[config.mk]
export PLATFORM = sky130hd
export DESIGN_NAME = w5500_spi_responder
export DESIGN_NICKNAME = d
export VERILOG_FILES = /design/src/rtl/w5500_spi_responder.sv
export SDC_FILE = /design/constraint.sdc
export NUM_CORES = 1
export LEC_CHECK = 0
export ABC_AREA = 0
export CAP_MARGIN = 20
export CORE_MARGIN = 1.5
export CORE_UTILIZATION = 35
export DETAILED_ROUTE_END_ITERATION = 12
export DONT_BUFFER_PORTS = 1
export PLACE_DENSITY = 0.51
export RECOVER_POWER = 100
export SETUP_SLACK_MARGIN = 0.15
export SLEW_MARGIN = 20
export SYNTH_ARGS = -nofsm -noshare
export SYNTH_HDL_FRONTEND = slang
export SYNTH_SLANG_ARGS = --single-unit
[constraint.sdc]
create_clock -name clk -period 6.25 [get_ports clk]
set_input_delay 1.875 -clock clk [delete_from_list [all_inputs] [get_ports clk]]
set_output_delay 1.875 -clock clk [all_outputs]
set_load 0.01 [all_outputs]
[src/rtl/w5500_spi_responder.sv]
// W5500-style SPI slave (mode 3, MSB first) fronting a simple register bus.
// Frame: 16-bit address, control byte {bsb[4:0], rwb, om[1:0]}, then data.
// All SPI pins are oversampled in the clk domain; clk must be >= 8x sck.
module w5500_spi_responder #(
    parameter int SYNC_STAGES = 2
) (
    input  logic        clk,
    input  logic        rst,
    input  logic        sck,
    input  logic        mosi,
    input  logic        SCSn,
    output logic        miso,
    output logic [15:0] reg_addr,
    output logic [4:0]  reg_bsb,
    output logic        wr_en,
    output logic [7:0]  wr_data,
    output logic        rd_req,
    input  logic [7:0]  rd_data,
    output logic        busy,
    output logic        frame_done,
    output logic        frame_err
);
    typedef enum logic [2:0] {IDLE, ADDR, CTRL, DATA, HOLD} state_t;

    state_t state_q, state_d;

    logic [SYNC_STAGES-1:0] sck_sync, mosi_sync, cs_sync;
    logic        sck_d, cs_d;
    logic        sck_s, mosi_s, cs_s;
    logic        sck_rise, sck_fall, cs_rise, cs_fall;
    logic        rise_ok, byte_end, last_byte;
    logic        frame_ok, frame_bad;
    logic [2:0]  bit_cnt, byte_cnt, n_bytes;
    logic        addr_hi;            // second address byte in progress
    logic [14:0] rx_shift;
    logic [15:0] rx_next;
    logic [7:0]  tx_shift;
    logic        rwb;
    logic [1:0]  om;
    logic        ld_pend, inc_pend, pf_pend;

    assign sck_s    = sck_sync[SYNC_STAGES-1];
    assign mosi_s   = mosi_sync[SYNC_STAGES-1];
    assign cs_s     = cs_sync[SYNC_STAGES-1];
    assign sck_rise = sck_s & ~sck_d;
    assign sck_fall = ~sck_s & sck_d;
    assign cs_rise  = cs_s & ~cs_d;
    assign cs_fall  = ~cs_s & cs_d;
    // chip-select release beats a coincident sck rise
    assign rise_ok  = sck_rise & ~cs_rise;
    assign byte_end = rise_ok && (bit_cnt == 3'd7);
    assign rx_next  = {rx_shift, mosi_s};

    // Input synchronizers; sck and SCSn reset to their idle-high level so
    // reset release never looks like an edge.
    always_ff @(posedge clk or posedge rst) begin
        if (rst) begin
            sck_sync  <= '1;
            cs_sync   <= '1;
            mosi_sync <= '0;
            sck_d     <= 1'b1;
            cs_d      <= 1'b1;
        end else begin
            sck_sync  <= {sck_sync[SYNC_STAGES-2:0], sck};
            cs_sync   <= {cs_sync[SYNC_STAGES-2:0], SCSn};
            mosi_sync <= {mosi_sync[SYNC_STAGES-2:0], mosi};
            sck_d     <= sck_s;
            cs_d      <= cs_s;
        end
    end

    // Fixed-length byte count from the operation mode (0 = variable).
    always_comb begin
        case (om)
            2'b01:   n_bytes = 3'd1;
            2'b10:   n_bytes = 3'd2;
            2'b11:   n_bytes = 3'd4;
            default: n_bytes = 3'd0;
        endcase
    end

    // Next-state logic plus end-of-frame classification.
    always_comb begin
        state_d   = state_q;
        frame_ok  = 1'b0;
        frame_bad = 1'b0;
        last_byte = (om != 2'b00) && ((byte_cnt + 3'd1) == n_bytes);
        case (state_q)
            IDLE: if (cs_fall) state_d = ADDR;
            ADDR: if (byte_end && addr_hi) state_d = CTRL;
            CTRL: if (byte_end) state_d = DATA;
            DATA: if (byte_end && last_byte) state_d = HOLD;
            default: ;
        endcase
        if (cs_rise && state_q != IDLE) begin
            state_d = IDLE;
            if ((state_q == DATA || state_q == HOLD) && bit_cnt == 3'd0 &&
                (om == 2'b00 || byte_cnt >= n_bytes))
                frame_ok = 1'b1;
            else
                frame_bad = 1'b1;
        end
    end

    // State register, shift registers, counters and bus strobes.
    always_ff @(posedge clk or posedge rst) begin
        if (rst) begin
            state_q    <= IDLE;
            miso       <= 1'b0;
            reg_addr   <= '0;
            reg_bsb    <= '0;
            wr_en      <= 1'b0;
            wr_data    <= '0;
            rd_req     <= 1'b0;
            busy       <= 1'b0;
            frame_done <= 1'b0;
            frame_err  <= 1'b0;
            bit_cnt    <= '0;
            byte_cnt   <= '0;
            addr_hi    <= 1'b0;
            rx_shift   <= '0;
            tx_shift   <= '0;
            rwb        <= 1'b0;
            om         <= '0;
            ld_pend    <= 1'b0;
            inc_pend   <= 1'b0;
            pf_pend    <= 1'b0;
        end else begin
            state_q    <= state_d;
            wr_en      <= 1'b0;
            rd_req     <= 1'b0;
            frame_done <= frame_ok;
            frame_err  <= frame_bad;
            inc_pend   <= 1'b0;
            pf_pend    <= 1'b0;
            ld_pend    <= rd_req;
            if (inc_pend) reg_addr <= reg_addr + 16'd1;
            if (pf_pend && state_q == DATA) rd_req <= 1'b1;
            if (rise_ok && (state_q == ADDR || state_q == CTRL || state_q == DATA)) begin
                rx_shift <= rx_next[14:0];
                bit_cnt  <= bit_cnt + 3'd1;
            end
            case (state_q)
                IDLE: if (cs_fall) begin
                    busy     <= 1'b1;
                    bit_cnt  <= '0;
                    byte_cnt <= '0;
                    addr_hi  <= 1'b0;
                    miso     <= 1'b0;
                end
                ADDR: if (byte_end) begin
                    addr_hi <= ~addr_hi;
                    if (addr_hi) reg_addr <= rx_next;
                end
                CTRL: if (byte_end) begin
                    reg_bsb <= rx_next[7:3];
                    rwb     <= rx_next[2];
                    om      <= rx_next[1:0];
                    if (!rx_next[2]) rd_req <= 1'b1;
                end
                DATA: begin
                    if (sck_fall && !rwb) begin
                        miso     <= tx_shift[7];
                        tx_shift <= {tx_shift[6:0], 1'b0};
                    end
                    if (byte_end) begin
                        if (byte_cnt != 3'd4) byte_cnt <= byte_cnt + 3'd1;
                        if (rwb) begin
                            wr_en    <= 1'b1;
                            wr_data  <= rx_next[7:0];
                            inc_pend <= 1'b1;
                        end else begin
                            reg_addr <= reg_addr + 16'd1;
                            if (!last_byte) pf_pend <= 1'b1;
                        end
                    end
                    if (state_d == HOLD) miso <= 1'b0;
                end
                default: ;
            endcase
            // read data arrives one clk after rd_req
            if (ld_pend) tx_shift <= rd_data;
            if (cs_rise && state_q != IDLE) begin
                busy <= 1'b0;
                miso <= 1'b0;
            end
        end
    end
endmodule

**After elaboration in Yosys (flattened, before gate mapping)**

Cells that the tools add are included.

- Bits in registers: 81
- Output and inout bits: 35
- Logic and storage cells: 138

- $add $sub $neg: 3
- Order comparisons: 1
- Equal/unequal tests: 17
- Mux-type cells: 48
- Bitwise gates (word level): 11
- Reduce and logical (&&, ||, !) cells: 34

Operators by type and width:

| cell | count |
|---|---|
| $mux W16 | 5 |
| $mux W3 | 11 |
| $pmux W16 S2 | 1 |
| $mux W8 | 3 |
| $mux W1 | 23 |
| $add A16 B1 Y16 const B | 1 |
| $reduce_bool A2 Y1 | 7 |
| $pmux W3 S4 | 1 |
| $logic_and A1 B1 Y1 | 10 |
| $eq A3 B3 Y1 const B | 3 |
| $pmux W3 S3 | 1 |
| $reduce_and A3 Y1 | 3 |
| $add A3 B1 Y3 const B | 2 |
| $eq A3 B2 Y1 const B | 2 |
| $logic_not A3 Y1 | 2 |
| $ne A2 B2 Y1 const B | 3 |
| $ne A3 B3 Y1 const B | 2 |
| $not A1 Y1 | 6 |
| $pmux W3 S2 | 1 |
| $reduce_and A2 Y1 | 3 |
| $reduce_bool A3 Y1 | 2 |
| $and A1 B1 Y1 | 5 |
| $eq A2 B2 Y1 const B | 2 |
| $logic_or A1 B1 Y1 | 4 |
| 10 further kinds | 11 |

**Logic depth before layout (Yosys ltp)**

- Depth in word-level cells: 13
- Gate-level depth with buffers: 10
- Depth with buffers taken out: 7

**Least setup slack after synthesis**

No wires, ideal clock.

- Path type: reg-to-output
- Start point: register reg_addr[9]
- End point: output reg_addr[9]
- Data arrival time: 0.462 ns
- Setup slack: 3.913 ns
- Cell stages (with the launch flop): 1
- Buffers on the path: 0
- Cell sequence: dfrtp_1

RTL lines:

| what | RTL line | RTL |
|---|---|---|
| start: declaration | 13 | `output logic [15:0] reg_addr,` |
| start signal: assignment | 137 | `if (inc_pend) reg_addr <= reg_addr + 16'd1;` |
| start signal: assignment | 153 | `if (addr_hi) reg_addr <= rx_next;` |
| start signal: assignment | 173 | `reg_addr <= reg_addr + 16'd1;` |

No word-level cell between the ends.

==> results.cfg <==
[status]
outcome = finished, violations left
violations = max-capacitance violations, max-slew violations

[synthesis]
seq_area_frac_synth_pct = 52.8
synth_area_leaders = dfrtp_1 (49%), mux2_1 (8.2%), dfstp_2 (4.1%), nand2_1 (3.1%), ha_1 (2.9%)
synth_cell_types = 54
synth-simple-area-share_pct = 16.0
syn_avg_cell_area_um2 = 10.9
synth-seq-cells = 81
synthCells = 354
synth_edf_count = 0
synth-adder-area-share_pct = 2.92
syn-num-nets = 376
synth_top_flop_cell = dfrtp_1
synth_compound_area_share_pct = 13.1
synthXorXnorAreaFrac_pct = 0.455
synth.top_cell.area_share_pct = 48.7
synth_top_area_cell = dfrtp_1
yosys_warnings = 0
synthArstFlopShare_pct = 100
synthMuxAreaShare_pct = 11.7
synth_top_family_by_area = simple AND/OR/NAND/NOR gates
syn-cell-area_um2 = 3850

[critical_path]
start_kind = input port
worst_path_largest_cell_delay_ps = 1170
cp.required_ps = 6740
critical_path_buf_inv_count = 2
worst_setup_path_end_kind = asynchronous set/reset pin
critPathKind = input port to asynchronous set/reset pin
arrival_ps = 3650
crit_chain = clkinvlp_2, buf_4
crit_fanout = 49
cp_slowest_cell = clkinvlp_2
crit_family = buffers and inverters

[place]
port-buffer-count = 0
dpl.hpwl_um = 5750
dp_slack_ps = 3330
place_inst = 480
finalWeightedCongestion = 0.753

[global_route]
grt_pass1_wl_um = 14000
overflow = 0
grt_start_max_net_pins = 50
grt_usage_pct = 15.6
grt_pass1_vias = 2728
grt_antenna_before_repair = 0

[die]
core_um2 = 10800
die_area_um2 = 11600
initial_core_util_pct = 35.7
io_pins = 48
die_w_um = 108
num_rows = 38
die_y_um = 108

[pwr]
p_sw_uw = 293
p_leak_uw = 0.00185
swShare_pct = 27.1
p_int_uw = 788
power_frac_seq_pct = 56.4
vdd_drop_max_mv = 0.175
power_frac_comb_pct = 6.9
power.share.clock_pct = 36.7
powerDensity_nw_per_um2 = 259

[final_layout]
fin_cells = 496
nNetsFinal = 373
drive_gt1_share_pct = 8.99
fill_cells = 1067
synthToLayoutAreaGrowth_pct = 8.22
diodes = 0

[clock_tree]
root_buffer = clkbuf_8
cts_tree = built
cts-resized-gates = 0
clock_path_buffers = 2
numCtsBuffers = 9
cts_setup_buffers = 0
clkTransAtPathRegs_ps = 90
htreeDepth = 3
worstSkewPairLatency_ps = 360
cts.sinks = 81
cts_hold_buf = 0

[detailed_routing]
dr_total_vias = 2648
viasPerCell = 5.34
drt_iter0_drc = 128
first_pass_iters = 4
wire_per_inst_um = 16.7
routed_wl_um = 8300
drc = 0
ant_nets = 0

[sta]
rsz0062_at_grt = no
setup_tns_ps = 0
setup_ws_ps = 3090
period_share_pct = 50.5
max_freq_mhz = 317
hold_viol = 0
slew-limit-headroom_pct = -41.0
worst_pin_slew_ps = 2100
fin_worst_skew_ps = 11.7
drv_slew = 50
setup_viol = 0
hold_ws_ps = 360
fin_crit_ps = 3160

[flow_run]
maxCapViolCount = 1

[min_path]
hp-class = register to register
==> cell families (layout without fill, tap and decap cells) <==
kind of cell / Yosys count / after routing
and+or+nand+nor: 119 / 119
adders and majority gates: 9 / 9
xor gates and xnor gates: 2 / 2
muxes: 41 / 41
buffers and inverters: 25 / 27
DFF: 81 / 81
AOI/OAI and AO/OA: 77 / 77
==> cells in the mapped netlist, types with 2 or more instances <==
library cell	count
a211o_1	2
a21o_1	3
a21oi_1	14
a221o_1	4
a22oi_1	2
a31oi_1	2
a41oi_1	2
and3_1	6
buf_2	7
buf_6	2
clkbuf_1	5
dfrtp_1	75
dfstp_2	6
ha_1	9
inv_1	10
mux2_1	28
mux2_2	4
mux2i_1	9
nand2_1	32
nand2b_1	9
nand3_1	11
nand3b_1	3
nand4_1	3
nor2_1	23
nor2b_1	6
nor3_1	6
nor3b_1	5
nor4_1	3
o211ai_1	4
o21a_1	2
o21ai_0	12
o21ai_1	18
o22ai_1	2
o311ai_1	2
o31ai_1	3
or3_1	2
==> power by group through the flow <==
| stage | clock network (µW) | logic (µW) | registers [µW] |
|---|---|---|---|
| final | 397 | 74.2 | 610 |
| after global routing | 434 | 86.8 | 619 |
| after CTS | 411 | 76.5 | 612 |
| after detailed placement | 0 | 76.2 | 622 |
| after global placement | 0 | 72.9 | 621 |
| after floorplan | 0 | 64.9 | 601 |
==> final cells by class <==
| cell class | count | area [µm²] | area share (%) |
|---|---|---|---|
| flip-flops and latches | 81 | 2030 | 48.8 |
| clock inverters | 7 | 76.3 | 1.83 |
| multi-input cells | 248 | 1710 | 41.1 |
| clock buffers | 9 | 124 | 2.97 |
| repair buffers | 1 | 7.51 | 0.180 |
| inverters | 10 | 38.8 | 0.930 |
| well taps | 140 | 175 | 4.20 |
==> flip-flops by register name, summed over array words and instances (netlist names), 2 cells and up <==
name,cells
state_q,3
om,2
bit_cnt,3
tx_shift,8
sck_sync,2
byte_cnt,3
mosi_sync,2
rx_shift,15
reg_addr,16
cs_sync,2
wr_data,8
reg_bsb,5
==> cell usage in the layout, fill, tap and decap left out, drive strengths merged, types with 4 or more instances in the layout <==
cell type  netlist  layout
a21oi           14      14
a221o            4       4
and3             6       6
clkbuf           5       9
dfrtp           75      75
dfstp            6       6
ha               9       9
inv             10      12
mux2            32      32
mux2i            9       9
nand2           33      33
nand2b           9       9
nand3           11      11
nor2            23      23
nor2b            7       7
nor3             6       6
nor3b            5       5
o211ai           4       4
o21ai           30      30
==> per-layer routing <==
metal,share of wire (%),GRT usage [%],up-vias,routed length (µm)
li1,-,-,1271,-
met1,44,19.2,1315,3610
met2,49,26.0,55,4090
met3,6.2,5.57,7,511
met4,0.99,4.14,0,82
met5,0,0,-,0
==> final timing paths <==
path                                        start                 endpoint  slack, ps  cells past startpoint
max in group clk               inc_pend$_DFF_PP0_                    wr_en       3450                      0
max                                           rst     state_q[1]$_DFF_PP0_       3090                      2
min in group asynchronous                     rst  tx_shift[0]$_DFFE_PP0P_       1940                      1
min                        mosi_sync[0]$_DFF_PP0_   mosi_sync[1]$_DFF_PP0_        360                      0
min reg2reg                mosi_sync[0]$_DFF_PP0_   mosi_sync[1]$_DFF_PP0_        360                      0
max reg2reg                  state_q[1]$_DFF_PP0_   reg_addr[13]$_DFF_PP0_       3720                      5
==> per-stage QoR <==
| step | total power (µW) | area (µm²) | util, % |
|---|---|---|---|
| 6_report | 1080 | 4170 | 38.6 |
| 5_1_grt | 1140 | 4170 | 38.6 |
| 3_5_place_dp | 699 | 3960 | 36.7 |
| 3_3_place_gp | 694 | 3960 | 36.7 |
| 2_1_floorplan | 666 | 3850 | - |
| 4_1_cts | 1100 | 4160 | 38.5 |
(Power assumes the default switching activity.)
